## config.mk

```make
export PLATFORM = sky130hd
export DESIGN_NAME = serial_tx
export DESIGN_NICKNAME = d
export VERILOG_FILES = /design/src/rtl/serial_tx.sv
export SDC_FILE = /design/constraint.sdc
export NUM_CORES = 1
export LEC_CHECK = 0
export ABC_AREA = 1
export ABC_CLOCK_PERIOD_IN_PS = 1380
export BUFFER_PORTS_ARGS = -buffer_cell sky130_fd_sc_hd__buf_2
export CORE_MARGIN = 4
export CORE_UTILIZATION = 40
export DETAILED_ROUTE_END_ITERATION = 16
export HOLD_SLACK_MARGIN = 0.05
export PLACE_DENSITY = 0.64
export SETUP_SLACK_MARGIN = 0.15
export SLEW_MARGIN = 25
export SYNTH_ARGS = -nofsm -noshare
export SYNTH_HDL_FRONTEND = slang
export SYNTH_SLANG_ARGS = --single-unit
```

## constraint.sdc

```tcl
create_clock -name CLK -period 1.38 [get_ports CLK]
set_input_delay 0 -clock CLK [delete_from_list [all_inputs] [get_ports CLK]]
set_output_delay 0 -clock CLK [all_outputs]
set_load 0.1 [all_outputs]
```

## src/rtl/serial_tx.sv

```systemverilog
// serial_tx: parallel-in, LSB-first serial transmitter with registered TXD.
// Optional even parity bit enabled by defining SERIAL_TX_PARITY_EN.
module serial_tx #(
  parameter int DATA_W       = 8,
  parameter int CLKS_PER_BIT = 4
) (
  input  logic              CLK,
  input  logic              RESET,
  input  logic [DATA_W-1:0] DIN,
  input  logic              DIN_VALID,
  output logic              DIN_READY,
  output logic              TXD,
  output logic              BUSY
);

  localparam int IW = (DATA_W > 1) ? $clog2(DATA_W) : 1;
  localparam logic [15:0]   LAST_CNT = 16'(CLKS_PER_BIT - 1);
  localparam logic [IW-1:0] LAST_IDX = IW'(DATA_W - 1);

  typedef enum logic [2:0] {
    IDLE,
    START,
    DATA,
`ifdef SERIAL_TX_PARITY_EN
    PARITY,
`endif
    STOP
  } state_t;

  state_t            state, state_n;
  logic [15:0]       cnt, cnt_n;
  logic [IW-1:0]     idx, idx_n;
  logic [DATA_W-1:0] sh, sh_n, sh_shift;
  logic              txd_q, txd_n;
  logic              bit_end;

`ifdef SERIAL_TX_PARITY_EN
  logic par_q, par_n;
`endif

  assign sh_shift  = sh >> 1;
  assign bit_end   = (cnt == LAST_CNT);
  assign DIN_READY = (state == IDLE);
  assign BUSY      = ~DIN_READY;
  assign TXD       = txd_q;

  always_ff @(posedge CLK or posedge RESET) begin
    if (RESET) begin
      state <= IDLE;
      cnt   <= '0;
      idx   <= '0;
      sh    <= '0;
      txd_q <= 1'b1;
`ifdef SERIAL_TX_PARITY_EN
      par_q <= 1'b0;
`endif
    end else begin
      state <= state_n;
      cnt   <= cnt_n;
      idx   <= idx_n;
      sh    <= sh_n;
      txd_q <= txd_n;
`ifdef SERIAL_TX_PARITY_EN
      par_q <= par_n;
`endif
    end
  end

  // txd_n is the level of the state being entered, so TXD is glitch-free
  always_comb begin
    state_n = state;
    cnt_n   = bit_end ? '0 : cnt + 16'd1;
    idx_n   = idx;
    sh_n    = sh;
    txd_n   = txd_q;
`ifdef SERIAL_TX_PARITY_EN
    par_n   = par_q;
`endif
    unique case (state)
      IDLE: begin
        cnt_n = '0;
        txd_n = 1'b1;
        if (DIN_VALID) begin
          state_n = START;
          sh_n    = DIN;
          txd_n   = 1'b0;
`ifdef SERIAL_TX_PARITY_EN
          par_n   = ^DIN;
`endif
        end
      end
      START: begin
        if (bit_end) begin
          state_n = DATA;
          idx_n   = '0;
          txd_n   = sh[0];
        end
      end
      DATA: begin
        if (bit_end) begin
          if (idx == LAST_IDX) begin
            idx_n = '0;
`ifdef SERIAL_TX_PARITY_EN
            state_n = PARITY;
            txd_n   = par_q;
`else
            state_n = STOP;
            txd_n   = 1'b1;
`endif
          end else begin
            idx_n = idx + 1'b1;
            sh_n  = sh_shift;
            txd_n = sh_shift[0];
          end
        end
      end
`ifdef SERIAL_TX_PARITY_EN
      PARITY: begin
        if (bit_end) begin
          state_n = STOP;
          txd_n   = 1'b1;
        end
      end
`endif
      STOP: begin
        txd_n = 1'b1;
        if (bit_end) begin
          state_n = IDLE;
        end
      end
      default: begin
        state_n = IDLE;
        txd_n   = 1'b1;
      end
    endcase
  end

endmodule
```

==> results by group <==
Status
  – Status: finished with violations
  – Failing checks: negative setup slack

STA
  – Endpoints failing setup: 17
  – Final worst slack: -0.119 ns
  – Max Fclk: 667 MHz
  – Minimum clock period: 1.50 ns
  – Max-slew violation count: 0
  – RSZ-0062 raised after global routing: true
  – Final setup skew: 0.00758 ns
  – Slew @ Worst Pin: 0.396 ns
  – Final worst path period share: 109%
  – Relative slew slack: 73.6%
  – Final hold viol count: 0

Pwr
  – Leakage: 1.34 nW
  – Seq pwr share: 22.6%
  – Sw frac: 44.1%
  – Pwr Density: 2100 nW/um^2
  – VDD IR max: 1.86 mV
  – Total power: 5.64 mW
  – Internal Power: 3.15 mW
  – Share of total power in the clock network: 13.0%
  – NetSw: 2.49 mW
  – Logic pwr share: 64.4%

CTS
  – CTS max path bufs: 2
  – CTS clk-pin slew, worst paths: 0.06 ns
  – CTS tree: done
  – Clock root buffer: clkbuf_8
  – Clock Sink Count: 30
  – H-tree depth: 2
  – Worst skew pair latency: 0.28 ns
  – Cts bufs inserted: 5

Global routing
  – Largest net degree at the start of global routing: 31
  – Initial antenna violation count: 0
  – GRT busiest layer: met2
  – GR Util met1: 23.2%
  – Met2 Usage GRT: 27.5%
  – Vias in the first global route: 1,618
  – Met3 usage: 4.82%
  – Total GRT Usage: 17.5%
  – First-pass GRT wire length: 7.11 mm
  – Overflow after GRT: 0

Synthesis
  – Asr flop ratio synth: 100%
  – Sequential area share after synthesis: 44.2%
  – Synth Flop Type: dfrtp_1
  – Largest cells by area after synthesis: dfrtp_1 (43%), nand2_1 (19%), nor2_1 (8.4%)
  – Yosys warnings: 0
  – Share of the synthesized area in the top cell type: 42.7%
  – Post-Synthesis Cells: 230
  – Net count after synthesis: 249
  – Cell variety after synth: 22
  – Syn Area/Cell: 7.39 um^2
  – Post-synth EDFFs: 0
  – Synth cell count leaders: nand2_1 (86), nor2_1 (38), dfrtp_1 (29)
  – Synth Register Bits: 30
  – Most numerous cell in the Yosys netlist: nand2_1
  – Mapped cell area: 1700 um^2
  – Synth area leader: dfrtp_1

Floorplan
  – Chip width: 73.2 um
  – CORE AREA: 4060 um^2
  – Effective utilization at floorplan: 41.9%
  – Die area: 5360 um^2
  – # rows: 23
  – Height of the die: 73.2 um
  – Ports: 14

Cells and area
  – Share of layout cells above drive strength 1: 44.0%
  – Final instance area: 2690 um^2
  – Filler cell count in the final layout: 308
  – Synthesis-to-layout area growth: 58.4%
  – Layout net count: 316
  – N_diodes: 0

Detailed routing
  – TritonRoute pass-1 iters: 4
  – Routed Antenna Nets: 0
  – WL final: 4.41 mm
  – Drt wl/cell: 12.7 um
  – First DRT Iteration DRCs: 86
  – Vias: 1,691
  – DRC errors left: 0
  – Routed vias/inst: 4.86

Placement
  – DP Worst Slack: -0.0934 ns
  – Final GP Congestion: 0.919
  – Post-DP Area: 2130 um^2
  – Final HPWL DP: 2.75 mm
  – IO buf count: 13

Worst setup path
  – Critical path buffers and inverters: 5
  – Peak per-stage delay on the critical path: 0.41 ns
  – CP Launch Type: register
  – CP arrival: 1.50 ns
  – Reg-to-reg setup timing slack: -0.11 ns
  – CP Cell Sequence: inv_2 -> ha_4 -> buf_4 -> buf_6 -> buf_12 -> buf_12
  – Worst EP required: 1.38 ns
  – Critical path's top delay family: buffers and inverters
  – Worst Path Max Fanout: 4
  – Crit-path most repeated cell: buf_12
  – Slowest stage cell, crit path: dfrtp_1
  – CP endpoint kind: output port
  – WS Path Type: reg -> out

Worst hold path
  – Worst hold path type: in -> reg

Run
  – Max-Cap Viols: 0
==> layout by cell type, fill, tap and decap left out, drive strengths merged <==
cell / Yosys / final
o21bai: 1 / 1
or2: 3 / 3
dlygate4sd3: 0 / 6
xnor2: 2 / 2
nand2: 90 / 90
o21ai: 2 / 2
clkbuf: 1 / 9
nand4: 5 / 5
dfstp: 1 / 1
nand3: 18 / 18
nor3: 3 / 3
a21oi: 2 / 2
xor2: 6 / 6
dfrtp: 29 / 29
buf: 1 / 55
ha: 8 / 8
nor2: 38 / 38
inv: 20 / 20
==> registers in the layout, summed over array words and instances, names as in the netlist <==
name,flops
state,2
cnt,16
sh,8
TXD,1
idx,3
==> path summary, 6_finish.rpt <==
kind	from	endpoint	cells after the start
worst min-delay path	DIN[2]	sh[2]	5
worst min register to register	sh[7]	sh[7]	2
worst max register to register	state[1]	sh[5]	9
max in group asynchronous	RESET	TXD	4
min in group asynchronous	RESET	idx[0]	4
worst max-delay path	state[1]	DIN_READY	6
==> timing repair <==
| action | 4_1_cts | 5_1_grt |
|---|---|---|
| buffers inserted | 5 | 5 |
| setup endpoints to repair | 30 | 32 |
| resized for setup | 37 | 48 |
| pin swaps | 12 | 26 |
| endpoints found under the hold margin | 33 | 0 |
| hold buffers | 6 | 0 |
| cloned | 0 | 1 |
==> power groups by stage <==
stage	clock, mW	sequential [mW]	combinational (mW)
final	0.733	1.28	3.63
after global routing	0.787	1.31	3.92
after CTS	0.754	1.27	2.99
after detailed placement	0	1.27	2.50
after global placement	0	1.27	2.48
after floorplan	0	1.37	1.54
==> through the flow <==
| stage | util, % | TNS [ns] | instances | hold WS (ns) |
|---|---|---|---|---|
| 2_1_floorplan | - | -3.45 | 230 | 0.0901 |
| 3_3_place_gp | 52.5 | -0.990 | 323 | 0.0998 |
| 3_5_place_dp | 52.5 | -1.01 | 323 | 0.102 |
| 4_1_cts | 60.7 | -0.615 | 342 | 0.0508 |
| 5_1_grt | 66.4 | -3.13 | 348 | 0.0932 |
| 6_report | 66.4 | -1.38 | 348 | 0.0539 |
==> per-layer routing <==
layer	vias up	routed length [um]
met5	-	0
met3	4	220
met1	796	2030
li1	851	-
met2	40	2110
met4	0	48
==> tightest hold or removal path: stages <==
cell     delay (ns)
buf_2          0.07
nand2_1        0.05
nand2_1        0.07
nand3_2        0.07
nand2_1        0.05
==> cell type report <==
cell class	instances	area (um^2)	share of cell area (%)
inverter	20	90.1	3.35
clock buffer	8	90.1	3.35
sequential	30	752	27.9
tap	50	62.6	2.32
multi-input combinational	178	1140	42.2
timing repair buffer	62	561	20.8
==> cells by family after synthesis <==
family	Yosys count	share of synthesized area (%)
and+or+nand+nor	157	38.6
xor gates and xnor gates	8	4.12
buffers and inverters	22	4.93
DFF	30	44.2
AOI/OAI and AO/OA	5	2.28
adders and majority gates	8	5.89
Power figures use the tool's default switching activity.
